`src/rtl/cp0_bus_port.sv`:
```
// cp0_bus_port: system control coprocessor register file and its read port
// onto the datapath bus. This block holds Status, Cause, EPC, BadVAddr and
// PRId, and optionally Random.
// The optional Random register (CP0 address 1) is built only when
// CP0_RANDOM_EN is defined. Without it, address 1 reads as zero.
module cp0_bus_port (
    input  logic        Phi1,
    input  logic        Reset_b,
    input  logic [31:0] Cp0BusIn_s2m,
    input  logic        MvToCop0_s2m,
    input  logic        MvFromCop0_s2m,
    input  logic [4:0]  Cp0RegAddr_s2m,
    input  logic        Stall_s1,
    input  logic        Exception_s1w,
    input  logic [4:0]  ExcCode,
    input  logic        ExcBD,
    input  logic [31:0] ExcPC,
    input  logic [31:0] ExcBadVA,
    input  logic        ExcBadVAValid,
    input  logic        Rfe_s1w,
    input  logic [5:0]  IntReq,
    output logic [31:0] Cp0BusOut_s2m,
    output logic        Cp0BusDrv_s2m,
    output logic        StatusKUc,
    output logic        StatusIEc
);

    localparam logic [4:0]  ADDR_RANDOM   = 5'd1;
    localparam logic [4:0]  ADDR_BADVADDR = 5'd8;
    localparam logic [4:0]  ADDR_STATUS   = 5'd12;
    localparam logic [4:0]  ADDR_CAUSE    = 5'd13;
    localparam logic [4:0]  ADDR_EPC      = 5'd14;
    localparam logic [4:0]  ADDR_PRID     = 5'd15;

    localparam logic [31:0] STATUS_MASK   = 32'h1040_FF3F;
    localparam logic [31:0] STATUS_RESET  = 32'h0040_0000;
    localparam logic [31:0] PRID_VALUE    = 32'h0000_0230;

    logic [31:0] status_q;
    logic        cause_bd_q;
    logic [1:0]  cause_ip_sw_q;
    logic [4:0]  cause_exc_q;
    logic [5:0]  int_q;
    logic [31:0] epc_q;
    logic [31:0] badvaddr_q;
    logic [31:0] cause_rd;
    logic [31:0] random_rd;
    logic [31:0] rd_data;
    logic        mtc0_win;

    // An MTC0 only lands when neither an exception nor an RFE claims the cycle
    assign mtc0_win = MvToCop0_s2m && !Exception_s1w && !Rfe_s1w;

    assign cause_rd = {cause_bd_q, 15'b0, int_q, cause_ip_sw_q, 1'b0, cause_exc_q, 2'b00};

    assign StatusKUc = status_q[1];
    assign StatusIEc = status_q[0];

    // Status: exception pushes the KU/IE stack, RFE pops it, and MTC0 writes only the implemented bits
    always_ff @(posedge Phi1 or negedge Reset_b) begin
        if (!Reset_b) begin
            status_q <= STATUS_RESET;
        end else if (Exception_s1w) begin
            status_q[5:0] <= {status_q[3:0], 2'b00};
        end else if (Rfe_s1w) begin
            status_q[3:0] <= status_q[5:2];
        end else if (mtc0_win && Cp0RegAddr_s2m == ADDR_STATUS) begin
            status_q <= Cp0BusIn_s2m & STATUS_MASK;
        end
    end

    // Cause: the exception code and BD come from exception entry, and the software IP bits come from MTC0
    always_ff @(posedge Phi1 or negedge Reset_b) begin
        if (!Reset_b) begin
            cause_bd_q    <= 1'b0;
            cause_exc_q   <= '0;
            cause_ip_sw_q <= '0;
        end else if (Exception_s1w) begin
            cause_bd_q  <= ExcBD;
            cause_exc_q <= ExcCode;
        end else if (mtc0_win && Cp0RegAddr_s2m == ADDR_CAUSE) begin
            cause_ip_sw_q <= Cp0BusIn_s2m[9:8];
        end
    end

    // Hardware interrupt lines are level sensitive and sampled every cycle
    always_ff @(posedge Phi1 or negedge Reset_b) begin
        if (!Reset_b) begin
            int_q <= '0;
        end else begin
            int_q <= IntReq;
        end
    end

    // EPC and BadVAddr are loaded only on exception entry and are read-only to MTC0
    always_ff @(posedge Phi1 or negedge Reset_b) begin
        if (!Reset_b) begin
            epc_q      <= '0;
            badvaddr_q <= '0;
        end else if (Exception_s1w) begin
            epc_q <= ExcPC;
            if (ExcBadVAValid) begin
                badvaddr_q <= ExcBadVA;
            end
        end
    end

`ifdef CP0_RANDOM_EN
    logic [5:0] random_q;

    // Random counts down through 63..8 and skips stalled cycles
    always_ff @(posedge Phi1 or negedge Reset_b) begin
        if (!Reset_b) begin
            random_q <= 6'd63;
        end else if (!Stall_s1) begin
            random_q <= (random_q == 6'd8) ? 6'd63 : random_q - 6'd1;
        end
    end

    assign random_rd = {18'b0, random_q, 8'b0};
`else
    assign random_rd = '0;
`endif

    // Read mux uses the pre-update register values, so a write and a read in the same cycle return the old contents
    always_comb begin
        rd_data = '0;
        case (Cp0RegAddr_s2m)
            ADDR_RANDOM:   rd_data = random_rd;
            ADDR_BADVADDR: rd_data = badvaddr_q;
            ADDR_STATUS:   rd_data = status_q;
            ADDR_CAUSE:    rd_data = cause_rd;
            ADDR_EPC:      rd_data = epc_q;
            ADDR_PRID:     rd_data = PRID_VALUE;
            default:       rd_data = '0;
        endcase
    end

    // Read response register: one cycle of data and drive, held while stalled, and a request arriving during a hold is dropped
    always_ff @(posedge Phi1 or negedge Reset_b) begin
        if (!Reset_b) begin
            Cp0BusDrv_s2m <= 1'b0;
            Cp0BusOut_s2m <= '0;
        end else if (Cp0BusDrv_s2m && Stall_s1) begin
            Cp0BusDrv_s2m <= 1'b1;
        end else if (MvFromCop0_s2m) begin
            Cp0BusDrv_s2m <= 1'b1;
            Cp0BusOut_s2m <= rd_data;
        end else begin
            Cp0BusDrv_s2m <= 1'b0;
            Cp0BusOut_s2m <= '0;
        end
    end

endmodule

```
`config.mk`:
```
export PLATFORM = sky130hd
export DESIGN_NAME = cp0_bus_port
export DESIGN_NICKNAME = d
export VERILOG_FILES = /design/src/rtl/cp0_bus_port.sv
export SDC_FILE = /design/constraint.sdc
export NUM_CORES = 1
export LEC_CHECK = 0
export ABC_CLOCK_PERIOD_IN_PS = 1400
export CAP_MARGIN = 40
export CORE_MARGIN = 2
export CORE_UTILIZATION = 44
export CTS_BUF_LIST = sky130_fd_sc_hd__clkbuf_4
export CTS_CLUSTER_SIZE = 40
export DETAILED_ROUTE_END_ITERATION = 8
export GPL_TIMING_DRIVEN = 1
export PLACE_DENSITY_LB_ADDON = 0.08
export SLEW_MARGIN = 20
export SYNTH_ARGS = -nofsm -noshare
export SYNTH_HDL_FRONTEND = slang
export SYNTH_SLANG_ARGS = --single-unit
```
`constraint.sdc`:
```
create_clock -name Phi1 -period 1.4 [get_ports Phi1]
set_clock_uncertainty 0.2 [all_clocks]
set_input_delay 0.28 -clock Phi1 [delete_from_list [all_inputs] [get_ports Phi1]]
set_output_delay 0.28 -clock Phi1 [all_outputs]
set_load 0.03 [all_outputs]
```
==> flow_metrics.tcl <==
set metrics [dict create \
    grt_use_met2 0.3708 \
    antennaDiodeCount 0 \
    synth_top_area_frac 0.5859 \
    syn_nets 546 \
    root_buffer "clkbuf_4" \
    synth.most_common_cell "dfrtp_1" \
    area_growth_pct 48.04 \
    reg2regPathDepth 5 \
    dpl_cell_area_mm2 0.007232 \
    startpoint_type "register" \
    core_mm2 0.01196 \
    cts_max_path_buffers 2 \
    slew_violations 0 \
    cts_tree "done" \
    drtIter0Drc 173 \
    status "complete, but fails checks" \
    post-synth-top-area-cell "dfrtp_1" \
    grt_use_met1 0.3030 \
    peakVddDrop_v 0.0008106 \
    hpwl_mm 9.882 \
    synth_edf_count 0 \
    synth_top_cells_by_count "126 x dfrtp_1, 80 x mux2_2, 39 x nand2_1" \
    final_cell_area_mm2 0.007966 \
    dr.pass1.iters 4 \
    synth-async-reset-ratio 1.000 \
    drive_above_1_share 0.3635 \
    violations "negative hold slack, negative setup slack" \
    cp.required_ns 0.92 \
    num_vias 4076 \
    htreeDepth 4 \
    crit_type "register to primary output" \
    antenna_left 0 \
    gp_congestion 0.7968 \
    yosysWarningCount 0 \
    routedWlPerCell_um 18.09 \
    relSlewSlack 0.6922 \
    dp_cells 727 \
    grt_antenna_before_repair 0 \
    synthTopCellsByArea "dfrtp_1 59%, mux2_2 17%, mux2i_1 3.9%" \
    synthDistinctLibCells 34 \
    gr-total-overflow 0 \
    start_util 0.4499 \
    hold_violations 2 \
    fill_cells 959 \
    leakagePower_nw 3.533 \
    use_met3 0.05558 \
    fp.dieH_um 114.6 \
    period_needed_ns 1.688 \
    setup_viol 67 \
    rows 40 \
    timing.rr.end "Cp0BusOut_s2m[25]$_DFFE_PN0N_" \
    max_cap_violations 0 \
    route.detailed.drc 0 \
    p_per_area_mw_per_mm2 1022 \
    clock-sinks 127 \
    syn_area_per_cell_um2 12.66 \
    tightest_slew_ns 0.4597 \
    post-route-period-util 1.205 \
    busiest_layer "met2" \
    timing.hold.ws_ns -0.00001321 \
    finalNonFillerCells 788 \
    synthFlopType "dfrtp_1" \
    syn-instance-count 425 \
    seq_area_frac_synth 0.5908 \
    hold_path_class "primary input to async pin" \
    grt_start_max_net_pins 34 \
    final_nets 749 \
    io_pins 156 \
    grt_pass1_vias 4247 \
    worstPathMaxFanout 2 \
    worstSetupEndpointType "primary output" \
    tns_ns -11.86 \
    clk_pin_slew_ns 0.11 \
    r2r_start "Cp0BusDrv_s2m$_DFF_PN0_" \
    dpl_worst_slack_ns -0.7117 \
    final.setup.worst_slack_ns -0.2876 \
    rsz0062_at_grt "yes" \
    grt_pass1_wl_mm 22.30 \
    regToRegSetupSlack_ns -0.20 \
    grt_util_all_layers 0.2297 \
    max_freq_ghz 0.5926 \
    detail_route.vias_per_cell 5.173 \
    die_w_um 114.6 \
    cts_made_buffers 17 \
    clock_latency_ns 0.54 \
    portBuffers 139 \
    yosys_register_bits 127 \
    die-area_mm2 0.01313 \
    arrival_ns 1.21 \
    wl_mm 14.25 \
    postCtsHoldBufs 7 \
    synthesis.area_mm2 0.005381 \
]
-- per-stage QoR --
stage	hold slack (ns)	power (mW)	utilization
2_1_floorplan	-0.2156	4.750	-
3_3_place_gp	-0.004817	5.361	0.6046
3_5_place_dp	-0.002707	5.394	0.6046
4_1_cts	-0.03686	8.208	0.6603
5_1_grt	-0.006378	8.512	0.6660
6_report	-0.00001321	8.141	0.6660
-- worst max-delay path by stage --
stage	slack (ns)	start	to	depth (start not counted)
floorplan	-0.19	Cp0RegAddr_s2m[2]	cause_ip_sw_q[0]$_DFFE_PN0P_	6
global placement	-0.68	Cp0RegAddr_s2m[2]	cause_ip_sw_q[0]$_DFFE_PN0P_	5
detailed placement	-0.71	Cp0RegAddr_s2m[2]	cause_ip_sw_q[1]$_DFFE_PN0P_	5
CTS	-0.32	Cp0BusDrv_s2m$_DFF_PN0_	Cp0BusDrv_s2m	2
global route	-0.35	Cp0BusDrv_s2m$_DFF_PN0_	Cp0BusDrv_s2m	2
finish	-0.29	Cp0BusDrv_s2m$_DFF_PN0_	Cp0BusDrv_s2m	2
-- flip-flops by register name, summed over array words and instances, names as in the netlist --
name / flops
Cp0BusOut_s2m: 32
epc_q: 32
status_q: 16
cause_exc_q: 5
int_q: 6
badvaddr_q: 32
Cp0BusDrv_s2m: 1
cause_bd_q: 1
cause_ip_sw_q: 2
-- metal layers --
metal | wire, um | up-vias
li1 | - | 1932
met1 | 6136 | 2001
met2 | 7017 | 128
met3 | 904 | 15
met4 | 194 | 0
met5 | 0 | -
-- logic make-up (layout without fill, tap and decap cells) --
kind of cell | count (synthesis) | count (layout) | share of synthesized area
simple gates | 74 | 74 | 0.06371
flops | 127 | 127 | 0.5908
compound gates | 92 | 92 | 0.1090
buf+inv | 29 | 245 | 0.02581
mux | 103 | 103 | 0.2106
-- placed cells by master (no fill, tap or decap), types with 9 or more instances in the layout --
cell type,count
dfrtp_1,125
clkdlybuf4s50_1,97
mux2_2,71
buf_4,50
buf_6,43
nand2_1,38
o21ai_1,30
mux2i_1,21
nor2_1,20
clkbuf_4,20
a22oi_1,19
a21oi_1,15
a22o_1,12
mux2_4,11
buf_12,9
-- critical path: stages, from the launching register on --
cell and delay (ns):
dfrtp_2 0.43, buf_6 0.11, buf_6 0.12
-- power breakdown --
group / internal, mW / switching, mW
Sequential: 3.98 / 0.172
Combinational: 0.742 / 0.473
Clock: 1.46 / 1.32
-- final cells by class --
type	instances	area [um^2]	share of cell area
well taps	147	183.9	0.02309
inverters	1	3.754	0.0004712
clock inverters	12	167.7	0.02105
clock buffers	20	150.1	0.01885
multi-input cells	269	2151	0.2700
repair buffers	212	2130	0.2673
flip-flops and latches	127	3181	0.3992
-- what timing repair did --
action,in CTS,in global routing
gates resized for setup,54,4
pin swaps,3,0
endpoints found under the setup margin,84,70
setup buffers,13,7
gates cloned,2,0
hold endpoints to repair,135,16
Note: power is estimated with default switching activity, not from simulation.
